$ cat config.mk
export PLATFORM = sky130hd
export DESIGN_NAME = clk2ph_source_flat
export DESIGN_NICKNAME = d
export VERILOG_FILES = /design/src/rtl/async_hs_pkg.sv /design/src/rtl/clk2ph_source_if.sv /design/src/rtl/clk2ph_source_sync_ff.sv /design/src/rtl/clk2ph_source.sv /design/src/flat_wrapper.sv
export SDC_FILE = /design/constraint.sdc
export NUM_CORES = 1
export LEC_CHECK = 0
export ABC_AREA = 1
export CAP_MARGIN = 40
export CORE_MARGIN = 4
export CORE_UTILIZATION = 60
export CTS_BUF_LIST = sky130_fd_sc_hd__clkbuf_4
export DETAILED_ROUTE_END_ITERATION = 7
export PLACE_DENSITY_LB_ADDON = 0.2
export SYNTH_ARGS = -nofsm -noshare
export SYNTH_HDL_FRONTEND = slang
export SYNTH_SLANG_ARGS = --single-unit
$ cat constraint.sdc
create_clock -name clk -period 7.34 [get_ports clk]
set_input_delay 1.101 -clock clk [delete_from_list [all_inputs] [get_ports clk]]
set_output_delay 1.101 -clock clk [all_outputs]
set_load 0.005 [all_outputs]
$ cat src/rtl/async_hs_pkg.sv
// rtl/async_hs_pkg.sv - shared types for the clocked-to-2-phase source
package async_hs_pkg;

    typedef enum logic [1:0] {
        IDLE = 2'd0,
        LOAD = 2'd1,
        REQ  = 2'd2,
        WAIT = 2'd3
    } state_t;

    typedef logic phase_t;

    localparam int DEFAULT_DW = 4;

endpackage

$ cat src/rtl/clk2ph_source_if.sv
// rtl/clk2ph_source_if.sv - upstream word port plus 2-phase req/ack/data bundle
interface clk2ph_source_if #(
    parameter int DW = async_hs_pkg::DEFAULT_DW
);
    logic          in_valid;
    logic          in_ready;
    logic [DW-1:0] in_data;
    logic          req_out;
    logic [DW-1:0] data_out;
    logic          ack_in;

    modport master (
        output in_valid, in_data, ack_in,
        input  in_ready, req_out, data_out
    );

    modport slave (
        input  in_valid, in_data, ack_in,
        output in_ready, req_out, data_out
    );
endinterface

$ cat src/rtl/clk2ph_source_sync_ff.sv
// rtl/clk2ph_source_sync_ff.sv - plain flop chain synchronizer, resets to 0
module sync_ff #(
    parameter int N = 2
) (
    input  logic clk,
    input  logic rst_n,
    input  logic d,
    output logic q
);
    logic [N-1:0] sync_q;
    logic [N-1:0] sync_d;

    always_comb begin
        sync_d = {sync_q[N-2:0], d};
    end

    always_ff @(posedge clk) begin
        if (!rst_n) begin
            sync_q <= '0;
        end else begin
            sync_q <= sync_d;
        end
    end

    assign q = sync_q[N-1];
endmodule

$ cat src/rtl/clk2ph_source.sv
// rtl/clk2ph_source.sv - buffers synchronous words and issues each as one 2-phase transaction
module clk2ph_source
    import async_hs_pkg::*;
#(
    parameter int DW          = DEFAULT_DW,
    parameter int DEPTH       = 4,
    parameter int SYNC_STAGES = 2,
    parameter int CNT_W       = 8
) (
    input  logic                     clk,
    input  logic                     rst_n,
    clk2ph_source_if.slave           bus,
    output logic [$clog2(DEPTH):0]   fifo_level,
    output logic [CNT_W-1:0]         sent_cnt,
    output logic                     proto_err
);
    localparam int AW = $clog2(DEPTH);
    localparam logic [AW:0] FULL_LVL = (AW+1)'(DEPTH);

    state_t           state_q, state_d;
    logic [DW-1:0]    mem_q [DEPTH];
    logic [AW:0]      wr_ptr_q, wr_ptr_d;
    logic [AW:0]      rd_ptr_q, rd_ptr_d;
    logic             in_ready_q, in_ready_d;
    logic             req_q, req_d;
    logic [DW-1:0]    data_q, data_d;
    logic [CNT_W-1:0] cnt_q, cnt_d;
    logic             err_q, err_d;
    phase_t           ack_prev_q, ack_prev_d;
    phase_t           ack_s;
    logic             push, pop;
    logic [AW:0]      level, level_next;

    sync_ff #(.N(SYNC_STAGES)) u_ack_sync (
        .clk   (clk),
        .rst_n (rst_n),
        .d     (bus.ack_in),
        .q     (ack_s)
    );

    assign level = wr_ptr_q - rd_ptr_q;

    always_comb begin
        state_d    = state_q;
        req_d      = req_q;
        data_d     = data_q;
        cnt_d      = cnt_q;
        pop        = 1'b0;
        push       = bus.in_valid && in_ready_q;
        ack_prev_d = ack_s;

        // Actions happen on the edge entering a state: data is registered on
        // entry to LOAD, so it is stable a full cycle before req_out moves.
        case (state_q)
            IDLE: begin
                if (level != '0) begin
                    data_d  = mem_q[rd_ptr_q[AW-1:0]];
                    pop     = 1'b1;
                    state_d = LOAD;
                end
            end
            LOAD: begin
                req_d   = ~req_q;
                state_d = REQ;
            end
            REQ: begin
                state_d = WAIT;
            end
            WAIT: begin
                if (ack_s == req_q) begin
                    cnt_d = cnt_q + CNT_W'(1);
                    if (level != '0) begin
                        data_d  = mem_q[rd_ptr_q[AW-1:0]];
                        pop     = 1'b1;
                        state_d = LOAD;
                    end else begin
                        state_d = IDLE;
                    end
                end
            end
            default: state_d = IDLE;
        endcase

        wr_ptr_d   = wr_ptr_q + (AW+1)'(push);
        rd_ptr_d   = rd_ptr_q + (AW+1)'(pop);
        level_next = wr_ptr_d - rd_ptr_d;
        in_ready_d = level_next < FULL_LVL;

        // An ack edge with no request outstanding is flagged but not acted on.
        err_d = err_q | ((ack_s != ack_prev_q) && (state_q == IDLE || state_q == LOAD));
    end

    always_ff @(posedge clk) begin
        if (!rst_n) begin
            state_q    <= IDLE;
            wr_ptr_q   <= '0;
            rd_ptr_q   <= '0;
            in_ready_q <= 1'b0;
            req_q      <= 1'b0;
            data_q     <= '0;
            cnt_q      <= '0;
            err_q      <= 1'b0;
            ack_prev_q <= 1'b0;
        end else begin
            state_q    <= state_d;
            wr_ptr_q   <= wr_ptr_d;
            rd_ptr_q   <= rd_ptr_d;
            in_ready_q <= in_ready_d;
            req_q      <= req_d;
            data_q     <= data_d;
            cnt_q      <= cnt_d;
            err_q      <= err_d;
            ack_prev_q <= ack_prev_d;
        end
    end

    always_ff @(posedge clk) begin
        if (push) begin
            mem_q[wr_ptr_q[AW-1:0]] <= bus.in_data;
        end
    end

    assign bus.in_ready = in_ready_q;
    assign bus.req_out  = req_q;
    assign bus.data_out = data_q;
    assign fifo_level   = level;
    assign sent_cnt     = cnt_q;
    assign proto_err    = err_q;
endmodule

$ cat src/flat_wrapper.sv
// flat-port wrapper written by rule: the top's interface ports become plain ports
module clk2ph_source_flat import async_hs_pkg::*;
#(
    parameter int DW          = DEFAULT_DW,
    parameter int DEPTH       = 4,
    parameter int SYNC_STAGES = 2,
    parameter int CNT_W       = 8
)
  (clk, rst_n, fifo_level, sent_cnt, proto_err, bus_in_valid, bus_in_data, bus_ack_in, bus_in_ready, bus_req_out, bus_data_out);
  clk2ph_source_if #(.DW(DW)) bus_i ();
  input  logic clk;
  input  logic rst_n;
  output logic [$clog2(DEPTH):0] fifo_level;
  output logic [CNT_W-1:0] sent_cnt;
  output logic proto_err;
  input wire logic [$bits(bus_i.in_valid)-1:0] bus_in_valid;
  input wire logic [$bits(bus_i.in_data)-1:0] bus_in_data;
  input wire logic [$bits(bus_i.ack_in)-1:0] bus_ack_in;
  output wire logic [$bits(bus_i.in_ready)-1:0] bus_in_ready;
  output wire logic [$bits(bus_i.req_out)-1:0] bus_req_out;
  output wire logic [$bits(bus_i.data_out)-1:0] bus_data_out;
  assign bus_i.in_valid = bus_in_valid;
  assign bus_i.in_data = bus_in_data;
  assign bus_i.ack_in = bus_ack_in;
  assign bus_in_ready = bus_i.in_ready;
  assign bus_req_out = bus_i.req_out;
  assign bus_data_out = bus_i.data_out;
  clk2ph_source #(.DW(DW), .DEPTH(DEPTH), .SYNC_STAGES(SYNC_STAGES), .CNT_W(CNT_W)) u_core (.clk(clk), .rst_n(rst_n), .bus(bus_i), .fifo_level(fifo_level), .sent_cnt(sent_cnt), .proto_err(proto_err));
endmodule
==> results.md <==
- Outcome: finished, final reports clean
- Worst-Margin Slew: 0.660 ns
- MaxCap Viol Count: 0
- Total congestion overflow: 0
- CTS Hold Buffers Added: 0
- Clk sink count: 42
- N_diodes: 0
- Fin util: 0.753
- RSZ-0062 raised after global routing: no
- Setup violators final: 0
- Clk Latency, worst-skew pair: 0.35 ns
- Worst min path class: flip-flop to flip-flop
- Initial antenna violation count: 0
- Clock transition at path regs: 0.12 ns
- Pin count of the biggest net entering global routing: 19
- Die Span Y: 65.0 um
- Area contributors post-synth: dfxtp_1 27%, edfxtp_1 25%, nand2_1 7.1%, ha_1 6.4%, inv_1 6.2%
- Fmax: 288 MHz
- Detailed-route via count: 1442
- Tmin final: 3.48 ns
- Peak supply drop: 0.173 mV
- CTS buffer count: 5
- Antenna-violating nets left: 0
- Relative slew margins: 0.557
- Synthesis warning total: 0
- Setup skew after layout: 0.0120 ns
- CP endpoint kind: output port
- Count leader, synth: nand2_1
- Pleak: 0.972 nW
- FF+latch area: 1000 sq um
- CP Max Fanout: 11
- Longest Clk Path Bufs: 2
- Drt total wl: 3.57 mm
- Die ar.: 4220 sq um
- Hold path cells: 2
- Vias in the first global route: 1480
- Startpoint types: flip-flop
- Yosys cell types: 27
- Root buf cell: clkbuf_4
- Row cnt: 20
- Number of primary I/O pins: 26
- Top cells by count, synth: 37 x nand2_1, 32 x inv_1, 28 x nor2_1, 26 x dfxtp_1, 16 x edfxtp_1
- Fill count: 229
- Yosys reg bits: 42
- Post-CTS Setup Inserts: 0
- Aggregate negative setup slack: 0 ns
- P&R area growth vs syn: 19.0%
- Hpwl dp: 2.58 mm
- Crit Path Category: flip-flop to output port
- H-tree Lvls: 2
- Final Wtd Congestion: 0.815
- Layout net count: 265
- Global-route total usage across every layer: 0.199
- Post-CTS Resized: 0
- Async SR Flop Fraction: 0
- Multi-input gate area: 798 sq um
- Synth area leader: dfxtp_1
- Initial core utilization: 0.633
- IO buf count: 25
- WP data required: 6.24 ns
- Vias per cell: 4.96
- Worst R2R Path Depth: 14
- EDFF count, synth: 16
- Cell Area, Synth: 1950 sq um
- Initial drt markers: 71
- CP arrival: 2.38 ns
- Syn Inst Count: 217
- Die W: 65.0 um
- CTS tree: yes
- Post-Syn Area per Cell: 8.97 sq um
- Core region area: 3080 sq um
- DR WL/cell: 12.3 um
- Pre-antenna DRT Iters: 4
- Sequential share of the synthesized area: 0.514
- First-pass GRT wire length: 6.32 mm
- Cell Pwr Density: 302 nW/um^2
- Share of layout cells above drive strength 1: 0.0891
- Top_reg_cell synth: dfxtp_1
- Final hold vios: 0
- Number of remaining DRC errors: 0
- Slew Viols, Final: 0
- Top-area cell type share of the netlist area: 0.267
- Post-route clock period utilization: 0.474
- Mapped Nets: 236
-- flip-flops by register name, summed over array words and instances, names as in the netlist --
signal / cells
u_core.rd_ptr_q: 3
u_core.state_q: 2
u_core.u_ack_sync.sync_q: 2
u_core.proto_err: 1
u_core.mem_q: 16
u_core.sent_cnt: 8
u_core.bus.req_out: 1
u_core.bus.data_out: 4
u_core.wr_ptr_q: 3
u_core.bus.in_ready: 1
u_core.ack_prev_q: 1
-- power breakdown --
group          internal [mW]  switching, mW  total (mW)
registers              0.273         0.0275       0.300
clock network         0.0706         0.0727       0.143
logic                  0.118          0.139       0.257
total                  0.461          0.239       0.700
-- metrics by stage --
| stage | area [sq um] | total power, mW | hold slack (ns) | setup WS, ns | cells |
|---|---|---|---|---|---|
| floorplan | 1950 | 0.472 | 0.386 | 4.70 | 217 |
| global placement | 2240 | 0.552 | 0.390 | 4.37 | 283 |
| detailed placement | 2240 | 0.563 | 0.401 | 4.31 | 283 |
| CTS | 2320 | 0.709 | 0.425 | 3.84 | 291 |
| global route | 2320 | 0.758 | 0.438 | 3.72 | 291 |
| finish | 2320 | 0.700 | 0.421 | 3.86 | 291 |
-- per-layer routing --
layer	part of all wire	vias up	GRT usage	routed length (um)
li1	-	756	-	-
met1	0.44	649	0.236	1580
met2	0.50	30	0.333	1780
met3	0.037	7	0.0607	133
met4	0.020	0	0.0844	70
met5	0	-	0	0
-- layout by cell type, fill, tap and decap left out, types with 2 or more instances in the layout --
master	synthesis	final
nand2_1	37	37
inv_1	32	32
nor2_1	28	28
dfxtp_1	26	26
clkdlybuf4s50_1	0	25
edfxtp_1	16	16
a21oi_1	10	10
ha_1	10	10
nand3_1	9	9
o21ai_0	8	8
o21ai_1	6	6
nor3_1	5	5
xnor2_1	5	5
clkbuf_4	0	5
o32ai_1	4	4
inv_2	3	3
nor2_4	3	3
xor2_1	2	2
nor3_2	2	2
clkinv_2	0	2
-- worst paths after layout --
check	from	endpoint	slack [ns]
worst max-delay path	u_core.rd_ptr_q[0]	fifo_level[2]	3.86
worst min-delay path	u_core.u_ack_sync.sync_q[0]	u_core.u_ack_sync.sync_q[1]	0.42
worst max register to register	u_core.rd_ptr_q[0]	u_core.bus.in_ready	4.37
worst min register to register	u_core.u_ack_sync.sync_q[0]	u_core.u_ack_sync.sync_q[1]	0.42
-- worst max-delay path, cell delays in order, from the launching register on --
cell and delay (ns):
dfxtp_1 0.44, ha_1 0.26, fa_1 0.41, inv_1 0.11
nand2_1 0.09, nand3_1 0.10, nand2_1 0.07, inv_1 0.06
clkdlybuf4s50_1 0.49
-- area by class of cell --
type,instances,share of cell area
multi-input combinational,136,0.344
timing repair buffer,25,0.108
sequential,42,0.432
clock buffer,5,0.0162
clock inverter,3,0.0173
tap,44,0.0238
inverter,36,0.0583
-- cell families after synthesis --
logic type	count (synthesis)	share of synthesized area
AOI/OAI and AO/OA	29	0.0842
adders and majority gates	11	0.0746
DFF	42	0.514
and+or+nand+nor	88	0.211
xor gates and xnor gates	8	0.0398
buffers and inverters	39	0.0758
Note: power is estimated with default switching activity, not from simulation.
==> RTL edit (same settings) <==
Put a register stage on the output `fifo_level`, cleared by the reset. The value now appears one clock later. The other outputs are not delayed to match.
--- a/src/rtl/clk2ph_source.sv
+++ b/src/rtl/clk2ph_source.sv
@@ -124,5 +124,11 @@
     assign bus.req_out  = req_q;
     assign bus.data_out = data_q;
-    assign fifo_level   = level;
+    always_ff @(posedge clk) begin
+        if (!rst_n) begin
+            fifo_level <= '0;
+        end else begin
+            fifo_level <= level;
+        end
+    end
     assign sent_cnt     = cnt_q;
     assign proto_err    = err_q;
Function: changed (Yosys sat finds a counterexample within 4 cycles, from zero or initial values and one cycle with rst_n low).
==> RTL edit against the unedited design <==
  * Clock skew barely moved
  * Via count rose by 2.3%
  * Wire length fell by 1.8%
  * Power rose by 6.5%
  * First-iteration DRC count rose by 21%
  * Cell area rose by 4.0%
  * Area after synthesis rose by 4.6%
  * Sequential cell count rose by 3
  * Worst setup slack improved by 530 ps
  * Critical endpoint is now u_core.bus.in_ready
  * Largest cell class unchanged
==> RTL edit: results (changes against the unedited design) <==
Non-clock buffering overhead=10.4% (was 10.8%); slowest stage delay, CP=510 ps (was 490 ps); Layout clock area frac=3.48% (was 3.35%); final wirelength=3500 um (was 3570 um); dpl ws=4340 ps (was 4310 ps); synth top area cells=dfxtp_1 29%, edfxtp_1 24%, nand2_1 6.8%, ha_1 6.8%, inv_1 5.9% (was dfxtp_1 27%, edfxtp_1 25%, nand2_1 7.1%, ha_1 6.4%, inv_1 6.2%); WL met1=1570 um (was 1580 um); GR Util met2=30.9% (was 33.3%); root buffer cell=clkbuf_4 (unchanged); slowest CP cell=fa_1 (was clkdlybuf4s50_1); Syn Area/Cell=9.13 um2 (was 8.97 um2); reg2reg path depth=15 (was 14); fillers=217 (was 229); Post-Synth XOR/XNOR Area=3.81% (was 3.98%); Pleak=0.992 nW (was 0.972 nW); Final nets=271 (was 265); post-synthesis adder-cell area fraction=7.74% (was 7.46%); #MultiIn Comb=140 (was 136); metal3 WL=132 um (was 133 um); initial antenna violation count=0 (unchanged); HPWL Detailed=2600 um (was 2580 um); number of global-route vias before repair=1418 (was 1480); CP arrival=3210 ps (was 2380 ps); Skew-Pair Late Insertion Delay=360 ps; Compound-Gate Fraction of Synth Area=8.35% (was 8.42%); Logic inverters=34 (was 36); first-pass GRT wire length=5990 um (was 6320 um); Overall Global Routing Usage=18.3% (was 19.9%); Slew @ Worst Pin=670 ps (was 660 ps); Core Util, Final=76.4% (was 75.3%); routed via count divided by cell count=4.98 (was 4.96); Hold Slack=422 ps (was 421 ps); layout cells sized above 1=9.13% (was 8.91%); GR Util met1=21.7% (was 23.6%); Seq/Total Area, Yosys=52.1% (was 51.4%); met3 Usage GRT=5.78% (was 6.07%); Cells after DPL=288 (was 283); GPL Wtd Cong=0.778 (was 0.815); Starting DRT DRC Count=86 (was 71); bufs w/o clock=25 (unchanged); WL met2=1730 um (was 1780 um); post-synthesis net count=243 (was 236); Netlist cell types=26 (was 27); Post-DP Area=0.00233 mm2 (was 0.00224 mm2); Clock Skew=11.9 ps (was 12.0 ps); die area=0.00439 mm2 (was 0.00422 mm2); GR Overflow Total=0 (unchanged); outcome=finished clean (unchanged); sequential standard cell area=0.00106 mm2 (was 0.00100 mm2); Peak VDD IR=0.192 mV (was 0.173 mV); clock tree sinks=45 (was 42); fraction of area in multi-input gates=34.5% (was 34.4%); R2R Setup Slk=4390 ps (was 4370 ps); top cells by count, synth=37 x nand2_1, 32 x inv_1, 32 x nor2_1, 29 x dfxtp_1, 16 x edfxtp_1 (was 37 x nand2_1, 32 x inv_1, 28 x nor2_1, 26 x dfxtp_1, 16 x edfxtp_1)
## RTL edit: worst max path at each step
stage,to,slack (ps),cells past startpoint,startpoint
global route,u_core.bus.in_ready,4120,15,u_core.rd_ptr_q[0]
floorplan,u_core.bus.in_ready,4640,16,u_core.wr_ptr_q[0]
CTS,u_core.bus.in_ready,4390,15,u_core.rd_ptr_q[0]
detailed placement,u_core.bus.in_ready,4340,10,bus_in_valid
global placement,u_core.bus.in_ready,4410,10,bus_in_valid
finish,u_core.bus.in_ready,4390,15,u_core.rd_ptr_q[0]
## RTL edit: report_power, final
group | internal (W) | leakage (nW) | switching (W)
sequential | 0.000294 | 0.382 | 0.0000282
combinational | 0.000121 | 0.569 | 0.000149
clock | 0.0000721 | 0.0414 | 0.0000813
## RTL edit: worst max-delay path, delay by kind of cell, from the launching register on
| family | cells | cell delay (ps) |
|---|---|---|
| fa+ha+maj | 5 | 1530 |
| flops | 1 | 450 |
| simple gates | 3 | 290 |
| buf+inv | 3 | 180 |
| compound gates | 4 | 430 |
